--- src/rtl/hazard_sequencer.sv ---
// Hazard controller for the 5-stage pipeline: operand forwarding selects plus an
// FSM that sequences load-use stalls, branch flushes and debug halt/single-step.
module hazard_sequencer #(
  parameter int LOAD_STALL_CYCLES = 1,
  parameter int FLUSH_CYCLES      = 1,
  parameter int CNT_W             = 16
) (
  input  logic             clk,
  input  logic             rst,
  input  logic [4:0]       RS1_D,
  input  logic [4:0]       RS2_D,
  input  logic [4:0]       RS4_D,
  input  logic [4:0]       RS1_E,
  input  logic [4:0]       RS2_E,
  input  logic [4:0]       RS4_E,
  input  logic [4:0]       RD_E,
  input  logic [4:0]       RD_M,
  input  logic [4:0]       RD_W,
  input  logic             RegWriteM,
  input  logic             RegWriteW,
  input  logic             ResultSrcE,
  input  logic             PCSrcE,
  input  logic             halt_req,
  input  logic             step_req,
  output logic [1:0]       ForwardAE,
  output logic [1:0]       ForwardBE,
  output logic [1:0]       ForwardCE,
  output logic             ForwardAD,
  output logic             ForwardBD,
  output logic             ForwardCD,
  output logic             StallF,
  output logic             StallD,
  output logic             FlushD,
  output logic             FlushE,
  output logic             halted,
  output logic [CNT_W-1:0] stall_cycles
);

  typedef enum logic [2:0] {RUN, LOAD_STALL, FLUSH, HALT, STEP} state_t;

  localparam logic [2:0] LS_INIT = 3'(LOAD_STALL_CYCLES - 1);
  localparam logic [2:0] FL_INIT = 3'(FLUSH_CYCLES - 1);

  state_t     state, nextState, exitState;
  logic [2:0] cnt, nextCnt;
  logic       lu, br;

  function automatic logic [CNT_W-1:0] satInc(input logic [CNT_W-1:0] v);
    return (&v) ? v : v + CNT_W'(1);
  endfunction

  // Memory stage result is newer than Writeback, so it wins when both match.
  function automatic logic [1:0] fwdSelE(input logic [4:0] rs, input logic wrM,
                                         input logic [4:0] rdM, input logic wrW,
                                         input logic [4:0] rdW);
    if (wrM && rdM != 5'd0 && rdM == rs)
      return 2'b10;
    else if (wrW && rdW != 5'd0 && rdW == rs)
      return 2'b01;
    else
      return 2'b00;
  endfunction

  function automatic logic fwdSelD(input logic [4:0] rs, input logic wrW,
                                   input logic [4:0] rdW);
    return wrW && rdW != 5'd0 && rdW == rs;
  endfunction

  always_comb begin
    ForwardAE = fwdSelE(RS1_E, RegWriteM, RD_M, RegWriteW, RD_W);
    ForwardBE = fwdSelE(RS2_E, RegWriteM, RD_M, RegWriteW, RD_W);
    ForwardCE = fwdSelE(RS4_E, RegWriteM, RD_M, RegWriteW, RD_W);
    ForwardAD = fwdSelD(RS1_D, RegWriteW, RD_W);
    ForwardBD = fwdSelD(RS2_D, RegWriteW, RD_W);
    ForwardCD = fwdSelD(RS4_D, RegWriteW, RD_W);

    lu = ResultSrcE && RD_E != 5'd0 &&
         (RD_E == RS1_D || RD_E == RS2_D || RD_E == RS4_D);
    br = PCSrcE;

    StallF    = 1'b0;
    StallD    = 1'b0;
    FlushD    = 1'b0;
    FlushE    = 1'b0;
    nextState = state;
    nextCnt   = cnt;
    exitState = halt_req ? HALT : RUN;

    case (state)
      RUN, STEP: begin
        if (br) begin
          FlushD = 1'b1;
          FlushE = 1'b1;
          if (FLUSH_CYCLES > 1) begin
            nextState = FLUSH;
            nextCnt   = FL_INIT;
          end else if (state == STEP) begin
            nextState = exitState;
          end
        end else if (lu) begin
          StallF = 1'b1;
          StallD = 1'b1;
          FlushE = 1'b1;
          if (LOAD_STALL_CYCLES > 1) begin
            nextState = LOAD_STALL;
            nextCnt   = LS_INIT;
          end else if (state == STEP) begin
            nextState = exitState;
          end
        end else if (halt_req && state == RUN) begin
          StallF    = 1'b1;
          StallD    = 1'b1;
          FlushE    = 1'b1;
          nextState = HALT;
        end else if (state == STEP) begin
          nextState = exitState;
        end
      end
      LOAD_STALL: begin
        if (br) begin
          FlushD = 1'b1;
          FlushE = 1'b1;
          if (FLUSH_CYCLES > 1) begin
            nextState = FLUSH;
            nextCnt   = FL_INIT;
          end else begin
            nextState = exitState;
          end
        end else begin
          StallF = 1'b1;
          StallD = 1'b1;
          FlushE = 1'b1;
          if (cnt <= 3'd1) nextState = exitState;
          else             nextCnt   = cnt - 3'd1;
        end
      end
      FLUSH: begin
        FlushD = 1'b1;
        if (cnt <= 3'd1) nextState = exitState;
        else             nextCnt   = cnt - 3'd1;
      end
      HALT: begin
        StallF = 1'b1;
        StallD = 1'b1;
        FlushE = 1'b1;
        if (!halt_req)     nextState = RUN;
        else if (step_req) nextState = STEP;
      end
      default: nextState = RUN;
    endcase

    if (!rst) begin
      ForwardAE = 2'b00;
      ForwardBE = 2'b00;
      ForwardCE = 2'b00;
      ForwardAD = 1'b0;
      ForwardBD = 1'b0;
      ForwardCD = 1'b0;
      StallF    = 1'b0;
      StallD    = 1'b0;
      FlushD    = 1'b0;
      FlushE    = 1'b0;
    end
  end

  always_ff @(posedge clk) begin
    if (!rst) begin
      state        <= RUN;
      cnt          <= 3'd0;
      halted       <= 1'b0;
      stall_cycles <= '0;
    end else begin
      state  <= nextState;
      cnt    <= nextCnt;
      halted <= (nextState == HALT);
      if (StallD) stall_cycles <= satInc(stall_cycles);
    end
  end

endmodule

--- config.mk ---
export PLATFORM = sky130hd
export DESIGN_NAME = hazard_sequencer
export DESIGN_NICKNAME = d
export VERILOG_FILES = /design/src/rtl/hazard_sequencer.sv
export SDC_FILE = /design/constraint.sdc
export NUM_CORES = 1
export LEC_CHECK = 0
export CAP_MARGIN = 20
export CORE_ASPECT_RATIO = 0.8
export CORE_MARGIN = 1.5
export CORE_UTILIZATION = 35
export DETAILED_ROUTE_END_ITERATION = 6
export HOLD_SLACK_MARGIN = 0.1
export PLACE_DENSITY = 0.71
export SYNTH_ARGS = -nofsm -noshare
export SYNTH_HDL_FRONTEND = slang
export SYNTH_SLANG_ARGS = --single-unit
--- constraint.sdc ---
create_clock -name clk -period 2.7 [get_ports clk]
set_input_delay 0.675 -clock clk [delete_from_list [all_inputs] [get_ports clk]]
set_output_delay 0.675 -clock clk [all_outputs]
set_load 0.005 [all_outputs]
Yosys cells after proc, flatten, opt, wreduce, memory -nomap -nowiden --
Index checks and enable logic that the tools add are counted.
Word-level totals: register bits 23, bits of input ports 53, output and inout bits 30, word-level logic and storage cells 90
Operators by class: $add $sub $neg 2, order comparisons 1, eq/ne operators 18, muxes and demuxes 37, bitwise operators 1, reduce and logical (&&, ||, !) cells 27
Operators with widths (count):
- $eq A5 B5 Y1 | 12
- $mux W3 | 10
- $add A16 B1 Y16 const B | 1
- $reduce_and A16 Y1 | 1
- $mux W1 | 15
- $reduce_bool A5 Y1 | 3
- $logic_and A1 B1 Y1 | 14
- $mux W2 | 7
- $pmux W3 S4 | 1
- $eq A3 B2 Y1 const B | 3
- $pmux W3 S2 | 1
- $pmux W1 S2 | 2
- $reduce_and A2 Y1 | 2
- $reduce_or A2 Y1 | 2
- $eq A3 B1 Y1 const B | 1
- $eq A3 B3 Y1 const B | 1
- $le A3 B1 Y1 const B | 1
- $logic_not A3 Y1 | 1
- $pmux W1 S3 | 1
- $reduce_or A3 Y1 | 1
- $sub A3 B1 Y3 const B | 1
- $logic_or A1 B1 Y1 | 2
- $ne A2 B2 Y1 const B | 1
- $reduce_bool A2 Y1 | 1
- $not A1 Y1 | 1

Depth between registers and ports, before layout --
depth in word-level cells 9, mapped depth 9, depth with buffers taken out 8

Worst setup path before layout --
No wires, ideal clock.
path type input port to output port, from input port RD_W[1], to output port ForwardAE[0], arrival 2.020 ns, path slack 0.005 ns, cell stages on the path 5, cells stage by stage clkbuf_1 or4_1 o211ai_1 or4_1 nor4_1
Between the ends: word-level cells in the longest chain between the ends 6, elaborated cells between the ends (all ways) 7
RTL lines:
- start: declaration | line 18 | input logic [4:0] RD_W,
- $reduce_bool A5 Y1 | line 58 | else if (wrW && rdW != 5'd0 && rdW == rs)
- $logic_and A1 B1 Y1 | line 58
- $logic_and A1 B1 Y1 (*) | line 58
- $mux W1 (*) | line 58
- $mux W2 (*) | line 56 | if (wrM && rdM != 5'd0 && rdM == rs)
- $mux W2 (*) | line 152 | if (!rst) begin
- end: declaration | line 25 | output logic [1:0] ForwardAE,
Mark *: on every way between the ends. The rest lies on a longest branch, timed or not.

Worst setup path in the final report --
from input port RD_W[0], to output port ForwardAE[0]
The elaborated chain is that of the path after synthesis.

==> flow_summary.html <==
<table>
<tr><th>Metric</th><th>Value</th></tr>
<tr><th colspan="2">Detailed routing</th></tr>
<tr><td>Via count</td><td>2465</td></tr>
<tr><td>Routed wirelength normalized by instance count</td><td>14.0 um</td></tr>
<tr><td>Drt total wl</td><td>6790 um</td></tr>
<tr><td>Via/cell ratio</td><td>5.07</td></tr>
<tr><td>Number of nets still failing antenna checks after routing</td><td>0</td></tr>
<tr><td>Iteration-0 DRC count of the detailed router</td><td>138</td></tr>
<tr><td>Post-detailed-route DRC marker count</td><td>0</td></tr>
<tr><td>DRT Pass-1 Iters</td><td>4</td></tr>
<tr><th colspan="2">Floorplan</th></tr>
<tr><td>Die Y</td><td>73.2 um</td></tr>
<tr><td>Standard cell core area</td><td>5940 um^2</td></tr>
<tr><td>Number of rows created at floorplan</td><td>25</td></tr>
<tr><td>Area of the die</td><td>6650 um^2</td></tr>
<tr><td>Chip width</td><td>90.8 um</td></tr>
<tr><td>Initial core utilization</td><td>36.3%</td></tr>
<tr><td>I/O pin count</td><td>83</td></tr>
<tr><th colspan="2">Critical path</th></tr>
<tr><td>Worst Path Class, Setup</td><td>primary input to output pin</td></tr>
<tr><td>Worst EP arrival</td><td>2.07 ns</td></tr>
<tr><td>Slowest cell on crit path</td><td>or4_4</td></tr>
<tr><td>Maximum cell stage delay along the critical path</td><td>0.49 ns</td></tr>
<tr><td>Cells along the critical path</td><td>clkdlybuf4s15_2 -&gt; o211ai_1 -&gt; buf_4 -&gt; or4_4 -&gt; nor4_4 -&gt; buf_2</td></tr>
<tr><td>Crit start category</td><td>primary input</td></tr>
<tr><td>Nature of the critical path endpoint</td><td>output pin</td></tr>
<tr><td>Largest fanout on the critical path</td><td>3</td></tr>
<tr><td>CP required</td><td>2.03 ns</td></tr>
<tr><td>CP Buf/Inv Count</td><td>3</td></tr>
<tr><td>CP delay by family, top</td><td>simple AND/OR/NAND/NOR gates</td></tr>
<tr><th colspan="2">Placed design</th></tr>
<tr><td>RePlAce Congestion</td><td>0.904</td></tr>
<tr><td>Setup Slack @ Placement</td><td>-0.870 ns</td></tr>
<tr><td>Half-perimeter wire length after detailed placement</td><td>5190 um</td></tr>
<tr><td>Count of port buffers added during placement</td><td>82</td></tr>
<tr><th colspan="2">Global routing</th></tr>
<tr><td>Wire length of the first global-routing pass</td><td>10900 um</td></tr>
<tr><td>Number of global-route vias before repair</td><td>2415</td></tr>
<tr><td>Sum of overflow across all layers after global routing</td><td>0</td></tr>
<tr><td>Overall track demand over capacity in global routing</td><td>20.0%</td></tr>
<tr><td>Maximum number of pins on one net before global-route repair</td><td>25</td></tr>
<tr><td>Number of antenna violations at the first check in global routing</td><td>0</td></tr>
<tr><th colspan="2">Finish</th></tr>
<tr><td>Most frequent cells in the layout</td><td>60 x buf_4, 32 x xor2_1, 27 x xnor2_1</td></tr>
<tr><td>Area growth, synth to finish</td><td>68.0%</td></tr>
<tr><td>Utilization after layout</td><td>61.0%</td></tr>
<tr><td>Net total in the final layout</td><td>462</td></tr>
<tr><td>ANT cells</td><td>0</td></tr>
<tr><td>Leading cell type in the layout, fill and taps excluded</td><td>buf_4</td></tr>
<tr><td>Fraction of final layout cells sized beyond drive strength 1</td><td>32.1%</td></tr>
<tr><th colspan="2">STA</th></tr>
<tr><td>Min Hold Slack</td><td>0.498 ns</td></tr>
<tr><td>Number of max-slew violations in the final report</td><td>0</td></tr>
<tr><td>Number of failing setup endpoints in the final timing report</td><td>4</td></tr>
<tr><td>Tightest Pin Transition</td><td>0.409 ns</td></tr>
<tr><td>Crit path time final</td><td>2.75 ns</td></tr>
<tr><td>Normalized max-slew margin</td><td>72.4%</td></tr>
<tr><td>Final hold vios</td><td>0</td></tr>
<tr><td>Final period utilization</td><td>102%</td></tr>
<tr><td>Final clock skew</td><td>0.00112 ns</td></tr>
<tr><td>Post-Route Setup TNS</td><td>-0.116 ns</td></tr>
<tr><td>Unrepaired setup endpoints after global routing</td><td>true</td></tr>
<tr><td>Post-route worst setup slack</td><td>-0.0464 ns</td></tr>
<tr><td>Timing-limited maximum frequency</td><td>0.364 GHz</td></tr>
<tr><th colspan="2">Power and ir drop</th></tr>
<tr><td>Power dissipated by switching net loads</td><td>0.000399 W</td></tr>
<tr><td>Cell Int Power</td><td>0.000730 W</td></tr>
<tr><td>Clock Power Share</td><td>19.6%</td></tr>
<tr><td>Combinational cell fraction of total power</td><td>47.1%</td></tr>
<tr><td>Sequential power share</td><td>33.3%</td></tr>
<tr><td>Leakage power summed over all cells</td><td>1.44 nW</td></tr>
<tr><td>PwrDens</td><td>311 nW/um^2</td></tr>
<tr><td>Worst VDD drop</td><td>0.139 mV</td></tr>
<tr><td>Net switching share of the total power</td><td>35.4%</td></tr>
<tr><th colspan="2">Yosys</th></tr>
<tr><td>Number of cells produced by synthesis</td><td>271</td></tr>
<tr><td>Number of enable flip-flop cells after synthesis</td><td>0</td></tr>
<tr><td>Post-Synthesis Net Count</td><td>327</td></tr>
<tr><td>Yosys warnings</td><td>0</td></tr>
<tr><td>Area of the mapped netlist</td><td>2160 um^2</td></tr>
<tr><td>Library cells used by synthesis</td><td>43</td></tr>
<tr><td>Top_reg_cell synth</td><td>dfxtp_1</td></tr>
<tr><td>Post-synthesis average cell area</td><td>7.96 um^2</td></tr>
<tr><td>Share of async-settable or async-resettable flops after synthesis</td><td>0%</td></tr>
<tr><td>Flops &amp; latches, synth</td><td>23</td></tr>
<tr><td>Sequential area share after synthesis</td><td>21.3%</td></tr>
<tr><th colspan="2">Clocking</th></tr>
<tr><td>Bufs on Longest Clock Path</td><td>2</td></tr>
<tr><td>Number of buffers added by the clock tree synthesis step</td><td>3</td></tr>
<tr><td>Hold buffer count at CTS</td><td>0</td></tr>
<tr><td>Total number of H-tree levels</td><td>1</td></tr>
<tr><td>Root buffer selected by CTS</td><td>clkbuf_8</td></tr>
<tr><td>Clock input transition at the sequential cells of the worst setup and hold paths</td><td>0.09 ns</td></tr>
<tr><td>Clock tree from TritonCTS</td><td>built</td></tr>
<tr><td>Number of clock sinks seen by CTS</td><td>23</td></tr>
<tr><td>Clock latency on the worst-skew pair</td><td>0.27 ns</td></tr>
<tr><th colspan="2">Worst hold path</th></tr>
<tr><td>Classification of the worst-slack hold path</td><td>flip-flop to flip-flop</td></tr>
<tr><th colspan="2">Job</th></tr>
<tr><td>Max-cap viol count</td><td>0</td></tr>
<tr><th colspan="2">Run status</th></tr>
<tr><td>Result of the run</td><td>finished, violations left</td></tr>
<tr><td>Violated checks</td><td>setup timing</td></tr>
</table>
==> sequential cells by signal, indices dropped and copies added, names as in the netlist <==
| name | cells |
|---|---|
| halted | 1 |
| stall_cycles | 16 |
| state | 3 |
| cnt | 3 |
==> final timing paths <==
check                       start  slack, ns                to  depth (start not counted)
setup reg to reg         state[0]       0.61  stall_cycles[11]                          7
setup / recovery          RD_W[0]      -0.05      ForwardAE[0]                          6
hold / removal    stall_cycles[1]       0.50   stall_cycles[1]                          2
hold reg to reg   stall_cycles[1]       0.50   stall_cycles[1]                          2
==> stage by stage <==
stage               instance area, um^2  instances  power (W)
finish                             3620        486    0.00113
global route                       3620        486    0.00119
CTS                                3550        486    0.00111
detailed placement                 3420        475   0.000879
global placement                   3420        475   0.000869
floorplan                          2160        271   0.000642
==> power by group through the flow <==
stage / Combinational (W) / Sequential, W / Clock (W)
global route: 0.000576 / 0.000380 / 0.000235
global placement: 0.000486 / 0.000383 / 0
detailed placement: 0.000496 / 0.000383 / 0
finish: 0.000532 / 0.000376 / 0.000222
CTS: 0.000507 / 0.000376 / 0.000225
floorplan: 0.000270 / 0.000372 / 0
==> cell type report <==
| type | count | area (um^2) |
|---|---|---|
| Tap cell | 81 | 101 |
| Inverter | 7 | 26.3 |
| Sequential cell | 23 | 460 |
| Clock inverter | 1 | 5.00 |
| Timing Repair Buffer | 145 | 1210 |
| Multi-Input combinational cell | 226 | 1780 |
| Clock buffer | 3 | 41.3 |
| Fill cell | 516 | 2320 |
==> routing by layer <==
metal / share of wire (%) / wire, um / vias up / track usage [%]
li1: - / - / 1231 / -
met1: 45 / 3070 / 1151 / 26.3
met2: 49 / 3350 / 77 / 35.8
met3: 4.4 / 297 / 6 / 1.56
met4: 0.90 / 61 / 0 / 4.86
met5: 0 / 0 / - / 0
==> repair_timing <==
item	CTS	global route
endpoints found under the setup margin	13	12
gates resized for setup	162	20
setup buffers	8	0
pin swaps	27	9
endpoints found under the hold margin	0	0
==> worst register-to-register path, cell delays in order, from the launching register on <==
cell	delay, ns
dfxtp_1	0.57
nand2b_1	0.22
and4_1	0.23
buf_4	0.14
and3_1	0.20
nand4_1	0.12
or4_1	0.41
a21oi_1	0.15
==> cells by family (layout without fill, tap and decap cells) <==
| group | count (synthesis) | count (layout) | share of synthesized area (%) |
|---|---|---|---|
| adders and majority gates | 3 | 3 | 1.74 |
| xor gates and xnor gates | 62 | 62 | 25.2 |
| muxes | 11 | 11 | 5.10 |
| buffers and inverters | 22 | 156 | 4.93 |
| and+or+nand+nor | 111 | 111 | 29.8 |
| DFF | 23 | 23 | 21.3 |
| AOI/OAI and AO/OA | 39 | 39 | 11.9 |
==> cells in the mapped netlist, types with 6 or more instances <==
cell type	number	share of area (%)
a21oi_1	11	2.6
clkbuf_1	10	1.7
dfxtp_1	23	21
inv_1	7	1.2
mux2i_1	11	5.1
nand2_1	23	4.0
nand2b_1	6	1.7
nand3_1	14	3.2
nor2_1	11	1.9
nor4_1	9	2.6
o21ai_0	7	1.6
or4_1	11	3.8
xnor2_1	30	12
xor2_1	32	13
No activity file was read; power rests on OpenSTA's default activity.
